<file path="src/rtl/bcd_pkg.sv">
// Shared types and the per-digit add-3 helper for the binary-to-BCD converter.
package bcd_pkg;

    localparam int unsigned BCD_DIGIT_W = 4;

    typedef logic [BCD_DIGIT_W-1:0] bcd_digit_t;

    typedef enum logic [1:0] {
        IDLE  = 2'd0,
        SHIFT = 2'd1,
        DONE  = 2'd2
    } b2b_state_t;

    // Double-dabble pre-shift correction: a digit of 5..9 becomes 8..12 so the
    // following left shift carries into the next decade.
    function automatic bcd_digit_t bcd_add3(bcd_digit_t d);
        bcd_digit_t r;
        if (d >= bcd_digit_t'(5)) begin
            r = d + bcd_digit_t'(3);
        end else begin
            r = d;
        end
        return r;
    endfunction

endpackage

</file>
<file path="src/rtl/bcd_digit_adj.sv">
// Combinational add-3 correction for one BCD digit.
module bcd_digit_adj
    import bcd_pkg::*;
(
    input  bcd_digit_t i_d,
    output bcd_digit_t o_d_c
);

    // Adjust is applied every SHIFT cycle ahead of the shift in the parent.
    assign o_d_c = bcd_add3(i_d);

endmodule

</file>
<file path="src/rtl/bin2bcd_seq.sv">
// Sequential binary-to-BCD converter (shift-and-add-3), valid/ready on both sides.
// One bit of the binary word is consumed per SHIFT cycle; the result is held in
// DONE until the downstream side takes it.
module bin2bcd_seq
    import bcd_pkg::*;
#(
    parameter int unsigned BIN_W  = 10,
    parameter int unsigned DIGITS = 4
) (
    input  logic                  clk,
    input  logic                  rst_n,
    input  logic                  in_valid,
    output logic                  in_ready,
    input  logic [BIN_W-1:0]      in_bin,
    output logic                  out_valid,
    input  logic                  out_ready,
    output logic [4*DIGITS-1:0]   out_bcd,
    output logic                  out_ovf,
    output logic                  busy
);

    localparam int unsigned BCD_W = BCD_DIGIT_W * DIGITS;
    localparam int unsigned CNT_W = $clog2(BIN_W + 1);

    b2b_state_t         r_state;
    logic [BCD_W-1:0]   r_bcd;
    logic [BIN_W-1:0]   r_bin;
    logic [CNT_W-1:0]   r_cnt;
    logic               r_ovf;

    logic [BCD_W-1:0]   w_adj;

    // One add-3 corrector per output digit, applied to the current BCD register.
    for (genvar k = 0; k < DIGITS; k++) begin : g_adj
        bcd_digit_adj u_adj (
            .i_d   (r_bcd[BCD_DIGIT_W*k +: BCD_DIGIT_W]),
            .o_d_c (w_adj[BCD_DIGIT_W*k +: BCD_DIGIT_W])
        );
    end

    // FSM, shift registers, bit counter and sticky truncation flag.
    always_ff @(posedge clk or negedge rst_n) begin
        if (!rst_n) begin
            r_state <= IDLE;
            r_bcd   <= '0;
            r_bin   <= '0;
            r_cnt   <= '0;
            r_ovf   <= 1'b0;
        end else begin
            case (r_state)
                IDLE: begin
                    if (in_valid) begin
                        r_bin   <= in_bin;
                        r_bcd   <= '0;
                        r_cnt   <= '0;
                        r_ovf   <= 1'b0;
                        r_state <= SHIFT;
                    end
                end
                SHIFT: begin
                    // The bit leaving the top digit is a lost 10**DIGITS carry.
                    {r_bcd, r_bin} <= {w_adj, r_bin} << 1;
                    r_ovf          <= r_ovf | w_adj[BCD_W-1];
                    r_cnt          <= r_cnt + CNT_W'(1);
                    if (r_cnt == CNT_W'(BIN_W - 1)) begin
                        r_state <= DONE;
                    end
                end
                DONE: begin
                    if (out_ready) begin
                        r_state <= IDLE;
                    end
                end
                default: begin
                    r_state <= IDLE;
                end
            endcase
        end
    end

    // Handshake and status flags decode directly from the state register.
    assign in_ready  = (r_state == IDLE);
    assign out_valid = (r_state == DONE);
    assign busy      = (r_state == SHIFT) || (r_state == DONE);
    assign out_bcd   = r_bcd;
    assign out_ovf   = r_ovf;

endmodule
</file>
<file path="config.mk">
export PLATFORM = sky130hd
export DESIGN_NAME = bin2bcd_seq
export DESIGN_NICKNAME = d
export VERILOG_FILES = /design/src/rtl/bcd_pkg.sv /design/src/rtl/bcd_digit_adj.sv /design/src/rtl/bin2bcd_seq.sv
export SDC_FILE = /design/constraint.sdc
export NUM_CORES = 1
export LEC_CHECK = 0
export CORE_MARGIN = 2
export CORE_UTILIZATION = 40
export CTS_BUF_LIST = sky130_fd_sc_hd__clkbuf_16
export CTS_CLUSTER_DIAMETER = 100
export DETAILED_ROUTE_END_ITERATION = 8
export GPL_ROUTABILITY_DRIVEN = 0
export SETUP_SLACK_MARGIN = 0.05
export SYNTH_ARGS = -nofsm -noshare
export SYNTH_HDL_FRONTEND = slang
export SYNTH_SLANG_ARGS = --single-unit
</file>
<file path="constraint.sdc">
create_clock -name clk -period 2.6 [get_ports clk]
set_input_delay 0.52 -clock clk [delete_from_list [all_inputs] [get_ports clk]]
set_output_delay 0.52 -clock clk [all_outputs]
set_load 0.02 [all_outputs]
</file>
* Word level (Yosys, flattened, before mapping)
Index checks and enable logic that the tools add are counted.
Operators by class: $add $sub $neg 5, $lt $le $gt $ge 4, multiplexer cells 16, equality and inequality tests 6, bitwise gates (word level) 1, reduce and logical (&&, ||, !) cells 5
Operators with widths (number):
- $pmux 16 s2 | 1
- $mux 4 | 5
- $pmux 10 s2 | 1
- $add 4x2->4 const B | 4
- $ge 4x3->1 const B | 4
- $mux 16 | 1
- $mux 10 | 1
- $pmux 4 s2 | 1
- $mux 2 | 3
- $pmux 2 s3 | 1
- $add 4x1->4 const B | 1
- $eq 4x4->1 const B | 1
- $ne 2x2->1 const B | 2
- $reduce_and 3->1 | 1
- $eq 2x1->1 const B | 1
- $eq 2x2->1 const B | 1
- $logic_not 2->1 | 1
- $ne 2x1->1 const B | 1
- $pmux 1 s2 | 1
- $reduce_and 2->1 | 1
- $reduce_bool 2->1 | 1
- $logic_or 1x1->1 | 1
- $mux 1 | 1
- $or 1x1->1 | 1
Word-level totals: word-level logic and storage cells 42, input port bits 14, bits in registers 33, output and inout port bits 20

* Longest topological paths before layout
Gate-level depths: netlist (run 1).
depth in word-level cells 4, gate-level depth with buffers 8, depth with buffers taken out 6

* Hierarchy
Synthesis (run 1) repeated with hierarchy kept, for this count alone.
Unflattened totals: cell total of the unflattened synthesis 185, area, all modules 1895.6 µm²
Modules (own cells, without submodules):
- bin2bcd_seq | cells each 121, times used 1, area an instance 1490.2 µm², seq. area each 825.8 µm²
- bcd_digit_adj | cells each 16, times used 4, area an instance 101.3 µm², seq. area each 0.0 µm²

* Worst setup path before layout (run 1)
No wires, ideal clock.
kind reg-to-reg, start point register r_state[0], end point register r_bcd[11] (netlist: out_bcd[11]), arrival time 1549 ps, library setup time 122 ps, buffers on the path 1, slack 929 ps, stages on the path, launching flop included 7, path through dfrtp_1 inv_1 ha_1 nand2b_1 and2_1 buf_2 a32o_1
Between the ends: cells in the longest elaborated chain, start to end 3
Ends and longest elaborated chain:
- start, declared | line bin2bcd_seq.sv:25 | b2b_state_t r_state;
- start signal, assigned | line bin2bcd_seq.sv:44 | r_state <= IDLE;
- start signal, assigned | line bin2bcd_seq.sv:57 | r_state <= SHIFT;
- start signal, assigned | line bin2bcd_seq.sv:66 | r_state <= DONE;
- $logic_not 2->1 *
- net in_ready | line bin2bcd_seq.sv:13 | output logic in_ready,
- $ne 2x2->1 (no source line) / $reduce_bool 2->1 (equally long branches)
- $reduce_and 2->1 (no source line)
- end signal, assigned | line bin2bcd_seq.sv:62 | {r_bcd, r_bin} <= {w_adj, r_bin} << 1;
- end, declared | line bin2bcd_seq.sv:26 | logic [BCD_W-1:0] r_bcd;
The timed path passes the listed nets; every way through them passes the cells marked *. A chain may end at the register's enable or synchronous reset.

* Worst setup path after layout (run 1)
start point register r_state[1], end point output port in_ready
Between the ends: cells in the longest elaborated chain, start to end 1
Ends and longest elaborated chain:
- $logic_not 2->1 | line bin2bcd_seq.sv:82 | assign in_ready = (r_state == IDLE);
- end, declared | line bin2bcd_seq.sv:13
No other way between the ends.

==> results.sh, run 1 <==
export IMPL_status="finished clean"
export IMPL_post_cts_buffers=0
export IMPL_portBuffers=33
export IMPL_initial_utilization_pct=41.3
export IMPL_design_core_area_sq_um=4320
export IMPL_die_w_um=70.8
export IMPL_p_int_mw=1.36
export IMPL_cts_hold_buffers=0
export IMPL_place_ws_ns=0.533
export IMPL_ys_types=28
export IMPL_switching_share_pct=38.4
export IMPL_cp_arrival_ns=1.72
export IMPL_hpwlAfterDp_mm=2.49
export IMPL_grt_pass1_wl_mm=6.18
export IMPL_ys_seq_elements=33
export IMPL_yosys_top_cells_area="dfrtp_1 (46%), ha_1 (11%), mux2i_1 (7.3%)"
export IMPL_cts_sinks=33
export IMPL_diodes=0
export IMPL_ant_nets=0
export IMPL_endpoint_kind="output port"
export IMPL_num_vias=1347
export IMPL_cts_tree="built"
export IMPL_grt_pass1_vias=1367
export IMPL_seqPwrFrac_pct=33.9
export IMPL_fin_skew_ns=0.00318
export IMPL_crit_type="reg -> out"
export IMPL_placed_area_sq_um=2160
export IMPL_drt_met1_wl_mm=1.78
export IMPL_setup_slack_ns=0.356
export IMPL_final_core_util_pct=53.1
export IMPL_synth_area_sq_um=1790
export IMPL_maxCapViolCount=0
export IMPL_placementRows=24
export IMPL_drive_above_1_share_pct=5.39
export IMPL_syn_num_nets=197
export IMPL_pwr_share_clk_pct=24.5
export IMPL_htreeDepth=2
export IMPL_cts_root_buf="clkbuf_16"
export IMPL_required_ns=2.08
export IMPL_ys_warn_count=0
export IMPL_drt_iter0_drc=91
export IMPL_post_cts_resized=0
export IMPL_setup_violations=0
export IMPL_p_leak_nw=1.04
export IMPL_max_freq_ghz=0.446
export IMPL_slowest_delay_ns=0.64
export IMPL_slew_viol_final=0
export IMPL_routed_wl_mm=3.62
export IMPL_synth_top_area_share_pct=46.3
export IMPL_cp_start_kind="flop"
export IMPL_clk_insertion_delay_late_ns=0.28
export IMPL_synth_cells=168
export IMPL_dieHeight_um=70.8
export IMPL_netSwitchingPower_uw=848
export IMPL_grt_max_degree=34
export IMPL_power_density_nw_per_um2=963
export IMPL_gr_usage_all_layers_pct=15.6
export IMPL_ys_seq_area_share_pct=46.3
export IMPL_wl_per_cell_um=14.1
export IMPL_final_area_sq_um=2290
export IMPL_io_pins=34
export IMPL_hold_class="reg -> reg"
export IMPL_rsz0062_at_grt="no"
export IMPL_path_cells="inv_1 > ha_1 > clkdlybuf4s50_1"
export IMPL_syn_avg_cell_area_sq_um=10.6
export IMPL_crit_fanout=6
export IMPL_slowest_stage="clkdlybuf4s50_1"
export IMPL_nets=232
export IMPL_tns_ns=0
export IMPL_gr_total_overflow=0
export IMPL_ir_drop_mv=0.387
export IMPL_min_period_ns=2.24
export IMPL_drcViolationCount=0
export IMPL_dieArea_sq_um=5010
export IMPL_finalHoldViolCount=0
export IMPL_crit_family="buffers and inverters"
export IMPL_worst_slew_pin_slew_ns=1.02
export IMPL_synth_area_leader_cell="dfrtp_1"
export IMPL_worst_path_buf_inv=2
export IMPL_routed_via_density=5.26
export IMPL_cts_clk_slew_worst_paths_ns=0.05
export IMPL_pwr_share_comb_pct=41.6
export IMPL_fin_crit_sh_pct=86.3
export IMPL_ctsLongestPathBuffers=2
export IMPL_numCtsBuffers=5
export IMPL_antenna_found_initial=0
export IMPL_top_layer="met4"
export IMPL_wl_met3_um=139
export IMPL_relSlewSlack_pct=32.3
export IMPL_drt_pass1_iter_count=4
export IMPL_area_growth_pct=28.5
export IMPL_dr_wl_met2_mm=1.63
Yosys cell counts:
master / count
buf_2: 6
a32o_1: 4
o21ai_0: 19
dfrtp_1: 33
xnor2_1: 4
o21ai_2: 1
buf_4: 1
ha_1: 15
inv_1: 12
nand2_1: 16
xor2_1: 4
a221oi_1: 1
mux2i_1: 13
a22o_1: 6
o32ai_1: 3
o22ai_1: 5
mux2_2: 1
nand3b_1: 1
and2_1: 1
nand2b_1: 6
nand3_1: 1
nor2_4: 1
and2b_4: 1
o31ai_1: 5
nor3_1: 1
a21oi_1: 4
a21o_1: 1
nor2_1: 2
kinds of logic (layout without fill, tap and decap cells):
group	count (synthesis)	in the layout	share of synthesized area [%]
AO/OA/AOI/OAI	49	49	18.4
XOR/XNOR	8	8	3.92
adder cells (fa/ha/maj)	15	15	10.5
buffers and inverters	19	55	4.63
flip-flops	33	33	46.3
multiplexers	14	14	7.92
AND/OR/NAND/NOR	30	30	8.41
state kept, by name, indices dropped and copies added, names as in the netlist:
register,cells
r_bin,10
out_ovf,1
out_bcd,16
r_state,2
r_cnt,4
layout make-up:
class	instances	area, sq um
fillers	409	2030
multi-input cells	116	877
flip-flops and latches	33	826
repair buffers	35	345
clock buffers	5	125
well taps	52	65.1
inverters	12	45.0
clock inverters	3	11.3
per-stage QoR:
stage                     total power [mW]  std cells  hold slack, ns
final                                 2.21        256           0.476
after global placement                1.64        248           0.466
after detailed placement              1.68        248           0.470
after CTS                             2.23        256           0.481
after global routing                  2.37        256           0.508
after floorplan                       1.43        168           0.224
layer usage:
layer | global-route usage, % | vias to the layer above
met5 | 0 | -
met1 | 19.5 | 639
met2 | 25.6 | 28
met4 | 7.34 | 0
met3 | 3.70 | 8
li1 | - | 672
worst reg2reg max path: stages (launching register included):
cell and delay, ns:
dfrtp_1 0.34, inv_1 0.10, ha_1 0.31, o21ai_2 0.84
o21ai_0 0.24
layout by cell type (no fill, tap or decap), types with 6 or more instances in the layout:
| cell type | instances |
|---|---|
| clkdlybuf4s50_1 | 33 |
| dfrtp_1 | 33 |
| o21ai_0 | 19 |
| nand2_1 | 16 |
| inv_1 | 15 |
| ha_1 | 15 |
| mux2i_1 | 13 |
| nand2b_1 | 6 |
| a22o_1 | 6 |
power groups by stage:
stage	Clock, mW	Combinational (mW)	Sequential (mW)
final	0.542	0.919	0.748
after global routing	0.576	1.03	0.767
after CTS	0.549	0.929	0.750
after detailed placement	0	0.921	0.758
after global placement	0	0.892	0.748
after floorplan	0	0.672	0.754
path summary, 6_finish.rpt:
path / from / cells past startpoint / slack [ns] / endpoint
worst max-delay path: r_state[1]$_DFFE_PN0P_ / 3 / 0.36 / in_ready
worst min-delay path: r_bin[5]$_DFFE_PN0P_ / 2 / 0.48 / r_bin[5]$_DFFE_PN0P_
worst max register to register: r_state[1]$_DFFE_PN0P_ / 4 / 0.60 / r_bin[9]$_DFFE_PN0P_
worst min register to register: r_bin[5]$_DFFE_PN0P_ / 2 / 0.48 / r_bin[5]$_DFFE_PN0P_
max in group asynchronous: rst_n / 2 / 1.65 / out_bcd[13]$_DFFE_PN0P_
min in group asynchronous: rst_n / 2 / 0.64 / r_bin[0]$_DFFE_PN0P_
Note: power is estimated with default switching activity, not from simulation.
==> run 2: changes to the inputs <==
Settings changed: CORE_MARGIN 2 to not set, CTS_CLUSTER_DIAMETER 100 to not set.
==> run 2 against run 1 <==
  * Final area about the same
  * Register-to-register slack better by 0.06 ns
  * Clock power up 0.7%
  * Global-route usage up 1.6 points
==> results.sh, run 2 (same netlist as run 1, synthesis figures left out) <==
export IMPL_status="finished clean"
export IMPL_tns_ns=0
export IMPL_r2r_cells=4
export IMPL_setup_slack_ns=0.344
export IMPL_numCtsBuffers=5
export IMPL_drcViolationCount=0
export IMPL_crit_fanout=6
export IMPL_endpoint_kind="output port"
export IMPL_setup_violations=0
export IMPL_fin_crit_sh_pct=86.8
export IMPL_portBuffers=33
export IMPL_hold_class="reg -> reg"
export IMPL_worst_slew_pin_slew_ns=0.946
export IMPL_cts_root_buf="clkbuf_16"
export IMPL_maxCapViolCount=0
export IMPL_htreeDepth=2
export IMPL_power_density_nw_per_um2=961
export IMPL_diodes=0
export IMPL_io_pins=34
export IMPL_drt_pass1_iter_count=4
export IMPL_ctsLongestPathBuffers=2
export IMPL_wl_per_cell_um=13.8
export IMPL_drive_above_1_share_pct=5.88
export IMPL_holdWs_ns=0.487
export IMPL_design_core_area_sq_um=4140
export IMPL_clk_insertion_delay_late_ns=0.27
export IMPL_post_cts_resized=0
export IMPL_finalPower_mw=2.20
export IMPL_area_growth_pct=28.5
export IMPL_max_freq_ghz=0.443
export IMPL_dieArea_sq_um=4730
export IMPL_timing_rr_start="r_state[1]$_DFFE_PN0P_"
export IMPL_cts_tree="built"
export IMPL_gr_usage_all_layers_pct=17.2
export IMPL_cts_clk_slew_worst_paths_ns=0.05
export IMPL_critical_path_startpoint="r_state[0]$_DFFE_PN0P_"
export IMPL_initial_utilization_pct=43.1
export IMPL_ir_drop_mv=0.472
export IMPL_fin_skew_ns=0.00120
export IMPL_relSlewSlack_pct=36.9
export IMPL_hpwlAfterDp_mm=2.44
export IMPL_nets=232
export IMPL_num_vias=1355
export IMPL_r2r_slack_ns=0.66
export IMPL_ant_nets=0
export IMPL_routed_via_density=5.33
export IMPL_die_w_um=68.8
export IMPL_cts_sinks=33
export IMPL_grt_pass1_vias=1373
export IMPL_min_period_ns=2.26
export IMPL_routed_wl_mm=3.50
export IMPL_placementRows=23
export IMPL_p_leak_nw=1.03
export IMPL_place_ws_ns=0.545
export IMPL_rsz0062_at_grt="no"
export IMPL_cp_start_kind="flop"
export IMPL_grt_max_degree=34
export IMPL_finalHoldViolCount=0
export IMPL_grt_pass1_wl_mm=5.94
export IMPL_slew_viol_final=0
export IMPL_antenna_found_initial=0
export IMPL_cp_arrival_ns=1.74
export IMPL_drt_iter0_drc=67
export IMPL_gr_total_overflow=0
export IMPL_largest_reg_flops=16
export IMPL_r2r_end="r_bin[9]$_DFFE_PN0P_"
export IMPL_crit_type="reg -> out"
export IMPL_dieHeight_um=68.8
export IMPL_required_ns=2.08
export IMPL_layout_common_cells="clkdlybuf4s50_1 (33), dfrtp_1 (33), o21ai_0 (19)"
export IMPL_crit_path_end="in_ready"
export IMPL_post_cts_buffers=0
export IMPL_cts_hold_buffers=0
## run 2: cell count changes in the layout (fill, tap and decap cells not counted)
| cell | previous run | this run |
|---|---|---|
| inv_1 | 15 | 12 |
| clkinv_2 | 0 | 1 |
| clkinv_1 | 0 | 2 |
## run 2: per-layer routing
layer	GRT usage (%)	routed length (um)	vias to the layer above
met3	4.11	134	6
met5	0	0	-
met4	6.89	53	0
met2	28.4	1640	23
met1	21.7	1660	660
li1	-	-	666
## run 2: layout make-up
| type | count | area, sq um |
|---|---|---|
| sequential | 33 | 826 |
| fill | 374 | 1850 |
| clock buffer | 5 | 125 |
| clock inverter | 3 | 12.5 |
| multi-input combinational | 116 | 877 |
| timing repair buffer | 35 | 345 |
| tap | 50 | 62.6 |
| inverter | 12 | 45.0 |
## run 2: worst min-delay path by stage
stage,start,endpoint,depth (start not counted)
2_1_floorplan,rst_n,out_bcd[0]$_DFFE_PN0P_,0
3_3_place_gp,r_bin[0]$_DFFE_PN0P_,r_bin[0]$_DFFE_PN0P_,2
3_5_place_dp,r_bin[4]$_DFFE_PN0P_,r_bin[4]$_DFFE_PN0P_,2
4_1_cts,r_bin[4]$_DFFE_PN0P_,r_bin[4]$_DFFE_PN0P_,2
5_1_grt,r_bin[8]$_DFFE_PN0P_,r_bin[8]$_DFFE_PN0P_,2
6_report,r_bin[7]$_DFFE_PN0P_,r_bin[7]$_DFFE_PN0P_,2
## run 2: critical path, stage by stage (launching register included)
cell             delay, ns
dfrtp_1               0.40
inv_1                 0.13
ha_1                  0.29
clkdlybuf4s50_1       0.64
## run 2: through the flow
stage | std cells | cell area [sq um] | util (%)
after CTS | 254 | 2290 | 55.3
after global placement | 246 | 2160 | 52.0
final | 254 | 2290 | 55.3
after global routing | 254 | 2290 | 55.3
after detailed placement | 246 | 2160 | 52.0
after floorplan | 168 | 1790 | -
## run 2: report_power, final
group	internal (mW)	switching, mW	leakage, nW
combinational	0.363	0.546	0.519
sequential	0.652	0.0963	0.439
clock	0.345	0.201	0.0687
total	1.36	0.843	1.03
